--- src/rtl/proj_pkg.sv ---
// proj_pkg: shared widths, buffer size and tracker state type
package proj_pkg;
    localparam int INDICE_LEN     = 3;
    localparam int HASH_LEN       = 16;
    localparam int FM_BUFFER_SIZE = 8;
    typedef enum logic [1:0] {IDLE, SCAN, HOLD} state_t;
endpackage

--- src/rtl/proj_min_tracker_if.sv ---
// proj_min_tracker_if: sample stream in, min-hash result out
interface proj_min_tracker_if #(
    parameter int INDICE_LEN = proj_pkg::INDICE_LEN,
    parameter int HASH_LEN   = proj_pkg::HASH_LEN
);
    logic                  start;
    logic                  in_valid;
    logic [INDICE_LEN-1:0] in_index;
    logic [HASH_LEN-1:0]   in_hash;
    logic                  in_last;
    logic                  res_ready;
    logic                  res_valid;
    logic [HASH_LEN-1:0]   min_hash;
    logic [INDICE_LEN-1:0] min_index;
    logic                  err_len;
    logic                  err_seq;
    logic                  busy;
    modport master (
        output start, in_valid, in_index, in_hash, in_last, res_ready,
        input  res_valid, min_hash, min_index, err_len, err_seq, busy
    );
    modport slave (
        input  start, in_valid, in_index, in_hash, in_last, res_ready,
        output res_valid, min_hash, min_index, err_len, err_seq, busy
    );
endinterface

--- src/rtl/proj_min_tracker.sv ---
// proj_min_tracker: tracks the minimum hash and its first index over one pass
module proj_min_tracker #(
    parameter int INDICE_LEN = proj_pkg::INDICE_LEN,
    parameter int HASH_LEN   = proj_pkg::HASH_LEN,
    parameter int BUF_SIZE   = proj_pkg::FM_BUFFER_SIZE
) (
    input logic               clk,
    input logic               rst,
    proj_min_tracker_if.slave bus
);
    import proj_pkg::*;
    localparam int CW = INDICE_LEN + 1;
    state_t                r_state, w_state_nxt;
    logic [HASH_LEN-1:0]   r_min;
    logic [INDICE_LEN-1:0] r_min_idx;
    logic [CW-1:0]         r_cnt;
    logic                  r_err_len, r_err_seq;
    logic                  w_restart, w_accept, w_take;
    logic [CW-1:0]         w_cnt_inc;
    // start restarts the pass everywhere except HOLD and overrides a same-cycle sample
    assign w_restart = bus.start && r_state != HOLD;
    assign w_accept  = r_state == SCAN && bus.in_valid && !bus.start;
    assign w_take    = r_cnt == '0 || bus.in_hash < r_min;
    assign w_cnt_inc = &r_cnt ? r_cnt : r_cnt + 1'b1;
    always_comb begin
        w_state_nxt = r_state;
        unique case (r_state)
            IDLE:    w_state_nxt = bus.start ? SCAN : IDLE;
            SCAN:    w_state_nxt = (w_accept && bus.in_last) ? HOLD : SCAN;
            HOLD:    w_state_nxt = bus.res_ready ? IDLE : HOLD;
            default: w_state_nxt = IDLE;
        endcase
    end
    always_ff @(posedge clk) begin
        if (rst) begin
            r_state   <= IDLE;
            r_min     <= '0;
            r_min_idx <= '0;
            r_cnt     <= '0;
            r_err_len <= 1'b0;
            r_err_seq <= 1'b0;
        end else begin
            r_state <= w_state_nxt;
            if (w_restart) begin
                r_min     <= '1;
                r_min_idx <= '0;
                r_cnt     <= '0;
                r_err_len <= 1'b0;
                r_err_seq <= 1'b0;
            end else if (w_accept) begin
                if (w_take) begin
                    r_min     <= bus.in_hash;
                    r_min_idx <= bus.in_index;
                end
                r_cnt <= w_cnt_inc;
                if ({1'b0, bus.in_index} != r_cnt) r_err_seq <= 1'b1;
                if (bus.in_last) r_err_len <= (32'(r_cnt) + 32'd1) != 32'(BUF_SIZE);
            end
        end
    end
    assign bus.res_valid = r_state == HOLD;
    assign bus.busy      = r_state != IDLE;
    assign bus.min_hash  = r_min;
    assign bus.min_index = r_min_idx;
    assign bus.err_len   = r_err_len;
    assign bus.err_seq   = r_err_seq;
endmodule

--- src/flat_wrapper.sv ---
// flat-port wrapper written by rule: the top's interface ports become plain ports
module proj_min_tracker_flat import proj_pkg::*;
#(
    parameter int INDICE_LEN = proj_pkg::INDICE_LEN,
    parameter int HASH_LEN   = proj_pkg::HASH_LEN,
    parameter int BUF_SIZE   = proj_pkg::FM_BUFFER_SIZE
)
  (clk, rst, bus_start, bus_in_valid, bus_in_index, bus_in_hash, bus_in_last, bus_res_ready, bus_res_valid, bus_min_hash, bus_min_index, bus_err_len, bus_err_seq, bus_busy);
  proj_min_tracker_if #(.INDICE_LEN(INDICE_LEN), .HASH_LEN(HASH_LEN)) bus_i ();
  input logic clk;
  input logic rst;
  input wire logic [$bits(bus_i.start)-1:0] bus_start;
  input wire logic [$bits(bus_i.in_valid)-1:0] bus_in_valid;
  input wire logic [$bits(bus_i.in_index)-1:0] bus_in_index;
  input wire logic [$bits(bus_i.in_hash)-1:0] bus_in_hash;
  input wire logic [$bits(bus_i.in_last)-1:0] bus_in_last;
  input wire logic [$bits(bus_i.res_ready)-1:0] bus_res_ready;
  output wire logic [$bits(bus_i.res_valid)-1:0] bus_res_valid;
  output wire logic [$bits(bus_i.min_hash)-1:0] bus_min_hash;
  output wire logic [$bits(bus_i.min_index)-1:0] bus_min_index;
  output wire logic [$bits(bus_i.err_len)-1:0] bus_err_len;
  output wire logic [$bits(bus_i.err_seq)-1:0] bus_err_seq;
  output wire logic [$bits(bus_i.busy)-1:0] bus_busy;
  assign bus_i.start = bus_start;
  assign bus_i.in_valid = bus_in_valid;
  assign bus_i.in_index = bus_in_index;
  assign bus_i.in_hash = bus_in_hash;
  assign bus_i.in_last = bus_in_last;
  assign bus_i.res_ready = bus_res_ready;
  assign bus_res_valid = bus_i.res_valid;
  assign bus_min_hash = bus_i.min_hash;
  assign bus_min_index = bus_i.min_index;
  assign bus_err_len = bus_i.err_len;
  assign bus_err_seq = bus_i.err_seq;
  assign bus_busy = bus_i.busy;
  proj_min_tracker #(.INDICE_LEN(INDICE_LEN), .HASH_LEN(HASH_LEN), .BUF_SIZE(BUF_SIZE)) u_core (.clk(clk), .rst(rst), .bus(bus_i));
endmodule
--- config.mk ---
export PLATFORM = sky130hd
export DESIGN_NAME = proj_min_tracker_flat
export DESIGN_NICKNAME = d
export VERILOG_FILES = /design/src/rtl/proj_pkg.sv /design/src/rtl/proj_min_tracker_if.sv /design/src/rtl/proj_min_tracker.sv /design/src/flat_wrapper.sv
export SDC_FILE = /design/constraint.sdc
export NUM_CORES = 1
export LEC_CHECK = 0
export CORE_MARGIN = 4
export CORE_UTILIZATION = 35
export CTS_BUF_LIST = sky130_fd_sc_hd__clkbuf_2 sky130_fd_sc_hd__clkbuf_4 sky130_fd_sc_hd__clkbuf_8
export DETAILED_ROUTE_END_ITERATION = 8
export PLACE_DENSITY = 0.75
export SETUP_SLACK_MARGIN = 0.02
export SLEW_MARGIN = 40
export SYNTH_ARGS = -nofsm -noshare
export SYNTH_HDL_FRONTEND = slang
export SYNTH_SLANG_ARGS = --single-unit
--- constraint.sdc ---
create_clock -name clk -period 2.2 [get_ports clk]
set_clock_uncertainty 0.2 [all_clocks]
set_input_delay 0.33 -clock clk [delete_from_list [all_inputs] [get_ports clk]]
set_output_delay 0.33 -clock clk [all_outputs]
set_load 0.01 [all_outputs]
# == Word level (Yosys, flattened, before mapping) ==
# Index checks and enable logic that the tools add are counted.
# word_totals
elab_cells,40
output_inout_bits,23
reg_bits,27
# op_classes
eq_ne,5
magnitude_cmp,1
mux,7
n_bitwise,1
reduce_logical,18
add_sub_neg,2
# op_table
cell,count
$mux 16,3
$ne 32x4->1 const B,1
$lt 16x16->1,1
$reduce_and 2->1,5
$pmux 2 s3,1
$reduce_bool 2->1,3
$add 4x1->5 const B,1
$add 4x1->4 const B,1
$logic_and 1x1->1,4
$logic_not 4->1,1
$mux 2,2
$ne 3x4->1,1
$reduce_and 4->1,1
$eq 2x1->1 const B,1
$eq 2x2->1 const B,1
$logic_not 2->1,1
$ne 2x2->1 const B,1
$reduce_or 2->1,1
$logic_not 1->1,1
$logic_or 1x1->1,1
$mux 1,1
$not 1->1,1

# == Logic depth before layout (Yosys ltp) ==
# logic_depth
ltp_word,6
depth_mapped,9
mapped_depth_nobuf,7

# == Least setup slack after synthesis ==
# OpenSTA, ideal clock, no wires.
# synth_path
path_type,register to register
start,"reg u_core.r_min[15], in the netlist u_core.bus.min_hash[15]"
end,"reg u_core.r_min[0], in the netlist u_core.bus.min_hash[0]"
required_time_ps,1878
setup_time_ps,122
t_arrival_ps,2078
stages_incl_launch_ff,10
n_path_buf,2
path_slack_ps,-200
cell_sequence,dfxtp_1 > inv_1 > ha_1 > nand4_1 > nor3_2 > a32oi_4 > and2_1 > buf_4 > buf_8 > o311a_1
# synth_via
elab_chain_len,4
# synth_lines
item,line,rtl
from (decl),proj_min_tracker.sv:14,logic [HASH_LEN-1:0] r_min;
from (signal assigned),proj_min_tracker.sv:52,r_min <= bus.in_hash;
$lt 16x16->1,proj_min_tracker.sv:23,assign w_take = r_cnt == '0 || bus.in_hash < r_min;
$logic_or 1x1->1,proj_min_tracker.sv:23,
$reduce_bool 2->1 (no source line),-,
$reduce_and 2->1 (no source line),-,
# Every way passes these cells.
# A chain may end at the register's enable or synchronous reset.

# == Worst setup path in the final report ==
# layout_path
start,"reg u_core.r_min[10], in the netlist u_core.bus.min_hash[10]"
end,"reg u_core.r_min[6], in the netlist u_core.bus.min_hash[6]"
# Same word-level chain as after synthesis.

==> metrics.md <==
| Metric | Value |
|---|---|
| Root buffer cell | `clkbuf_8` |
| Layout Utilization | `62.42%` |
| Number of I/O port buffers | `47` |
| All-Layer GR Usage | `around 18%` |
| Yosys reg bits | `27` |
| DP HPWL | `3.905 mm` |
| WP data arrival | `2.25 ns` |
| Initial antenna violation count | `0` |
| RSZ-0062 raised after global routing | `yes` |
| Crit path max fanout | `6` |
| Status | `complete, but fails checks` |
| Post-synthesis sequential area ratio | `29.35%` |
| Crit-path most repeated cell | `buf_6` |
| Via count | `between 1500 and 2000` |
| Syn Nets | `~260` |
| Top Family by Delay on Critical Path | `simple AND/OR/NAND/NOR gates` |
| Post-DRT Antenna Nets | `0` |
| Sink Count | `27` |
| Total CTS buffers | `3` |
| Synth cell count leaders | `nor2_1 (40), dfxtp_1 (27), ha_1 (18)` |
| Critical path class | `reg -> reg` |
| Clock slew at reported path FFs | `roughly 0.1 ns` |
| Fin nets | `348` |
| Worst-case clock buffer depth | `2` |
| Req. time, crit path | `roughly 2.2 ns` |
| First-pass GRT wire length | `9.321 mm` |
| Crit path cell chain | `inv_1, ha_1, nand4_1, nor3_4, a32oi_4, buf_6, buf_6, a211oi_2, a2111oi_2` |
| # H-tree levels | `1` |
| Syn Inst Count | `215` |
| Max IR drop VDD | `0.3047 mV` |
| DRT Pass-1 Iters | `4` |
| CTS tree | `built` |
| Number of enable flip-flop cells after synthesis | `0` |
| Die Width | `a little over 80 µm` |
| Async SR Flop Fraction | `0%` |
| Mean Syn Cell Area | `8.566 µm²` |
| Register-to-Register Setup Slack | `-0.09 ns` |
| Skew-Pair Late Insertion Delay | `0.28 ns` |
| Number of buffers and inverters on the critical path | `3` |
| Final Setup Violations | `14` |
| Total power | `around 1.4 mW` |
| First DRT Iteration DRCs | `65` |
| Synth Cell Area | `approximately 0.0018 mm²` |
| Slowest Stage Delay on Critical Path | `0.34 ns` |
| Failing checks | `setup timing` |
| Initial core utilization | `a little over a third` |
| Vias in the first global route | `around 2000` |
| Core area | `0.005107 mm²` |
| Crit. End Element | `flop` |
| DRC errors left | `0` |
| Startpoint types | `flop` |
| Synth cell types | `38` |
| Largest net degree at the start of global routing | `19` |
| Total congestion overflow | `0` |
| Final period util | `103.9%` |
| Die Height | `80.54 µm` |
| I/O pin total | `48` |
| Setup ws final | `-0.08578 ns` |
| RePlAce Congestion | `0.7687` |
| FP Rows | `26` |
| Predominant post-synthesis flop cell | `dfxtp_1` |
| DIE AREA | `0.006487 mm²` |
| Share of Yosys cell area claimed by the top area cell type | `29.35%` |
| Worst min path class | `in -> reg` |
| Layout cells sized above 1 | `40.79%` |
| Pwr per Cell Area | `~430 mW/mm²` |
| Tmin final | `2.286 ns` |
| Fin. max-slew vios | `0` |
| Via density | `~5` |
| Crit path max-delay cell type | `dfxtp_1` |
| Ant diodes | `0` |
| Slew @ Worst Pin | `0.3324 ns` |
| Layout area overhead | `73.10%` |
| P_leak | `1.258 nW` |
| Area contributors post-synth | `dfxtp_1 (29%), ha_1 (12%), nor2_1 (8.2%)` |
| CTS Hold Bufs | `0` |
| Synth warn | `0` |
| Final hold viol count | `0` |
| Count leader, synth | `nor2_1` |
| Max cap viols | `0` |
| WL/cell | `15.91 µm` |
| Relative slew slack | `77.76%` |
| FMAX | `about 440 MHz` |
| Total Wirelength | `5.950 mm` |
| Top cell type by total area after synthesis | `dfxtp_1` |
## worst paths after layout
kind                                         startpoint                 endpoint  cells after the start
worst max-delay path            u_core.bus.min_hash[10]   u_core.bus.min_hash[6]                      9
worst min-delay path                     bus_in_hash[1]   u_core.bus.min_hash[1]                      3
worst max register to register  u_core.bus.min_hash[10]   u_core.bus.min_hash[6]                      9
worst min register to register  u_core.bus.min_index[2]  u_core.bus.min_index[2]                      2
## timing repair
item	4_1_cts	5_1_grt
setup endpoints to repair	19	19
buffers inserted	8	1
cloned	1	0
pin swaps	25	9
hold endpoints to repair	0	0
resized for setup	66	12
## area by class of cell
class	count	area, µm²
Clock buffer	3	41.29
Timing Repair Buffer	98	872.1
Inverter	17	63.81
Fill cell	400	1919
Tap cell	70	87.58
Clock inverter	1	5.005
Multi-Input combinational cell	158	1567
Sequential cell	27	551.8
## cell families (layout without fill, tap and decap cells)
kind of cell | count (synthesis) | after routing | share of synthesized area, %
AND/OR/NAND/NOR | 82 | 83 | 22.28
AO/OA/AOI/OAI | 49 | 49 | 23.91
buffers and inverters | 31 | 119 | 8.151
flip-flops | 27 | 27 | 29.35
adder cells (fa/ha/maj) | 18 | 18 | 12.23
XOR/XNOR | 4 | 4 | 1.903
multiplexers | 4 | 4 | 2.174
## power by group
group	internal (mW)	leakage, nW	total (mW)	switching (mW)
clock network	0.127	0.0255	0.297	0.169
registers	0.523	0.225	0.546	0.0229
logic	0.284	1.01	0.541	0.257
total	0.935	1.26	1.38	0.449
## registers in the layout, summed over array words and instances (netlist names)
| signal | flops |
|---|---|
| u_core.bus.err_seq | 1 |
| u_core.r_state | 2 |
| u_core.r_cnt | 4 |
| u_core.bus.err_len | 1 |
| u_core.bus.min_hash | 16 |
| u_core.bus.min_index | 3 |
## tightest hold or removal path: stages
cell	delay [ns]
clkbuf_2	0.13
nor2_1	0.15
a2111oi_2	0.07
## per-layer routing
metal | share of wire, % | track usage [%]
met3 | 3.1 | 2.018
met5 | 0 | 0
met2 | 53 | 32.20
met4 | 0.50 | 4.223
met1 | 44 | 22.73
## through the flow
step / instance area [µm²] / std cells / setup TNS [ns] / worst slack, ns / hold slack [ns]
final: 3188 / 374 / -0.3845 / -0.08578 / 0.2364
after global routing: 3188 / 374 / -1.674 / -0.1648 / 0.2679
after CTS: 3094 / 373 / -0.04582 / -0.04582 / 0.2747
after detailed placement: 2726 / 360 / -10.20 / -0.6661 / 0.2606
after global placement: 2726 / 360 / -9.032 / -0.5151 / 0.2521
after floorplan: 1934 / 215 / -0.8047 / -0.08176 / 0.2662
## cells in the final DEF (no fill, tap or decap), types with 2 or more instances in the layout
master and count:
buf_4 44, nor2_1 39, clkdlybuf4s50_1 31, dfxtp_1 18, dlygate4sd2_1 14, inv_1 12, nand2_1 11, a211oi_2 9
ha_4 9, dfxtp_2 9, a2111oi_4 8, a21oi_1 7, a2111oi_2 7, ha_1 7, nand3_1 6, inv_2 5
nand4_1 5, nand2b_1 5, a211oi_4 5, buf_6 5, mux2i_1 4, xor2_1 3, clkbuf_8 3, nor2b_1 2
or2_2 2, a21oi_2 2, nor3_4 2, o21ai_1 2, and2_4 2, a211oi_1 2, nor3_1 2, ha_2 2
(Power assumes the default switching activity.)
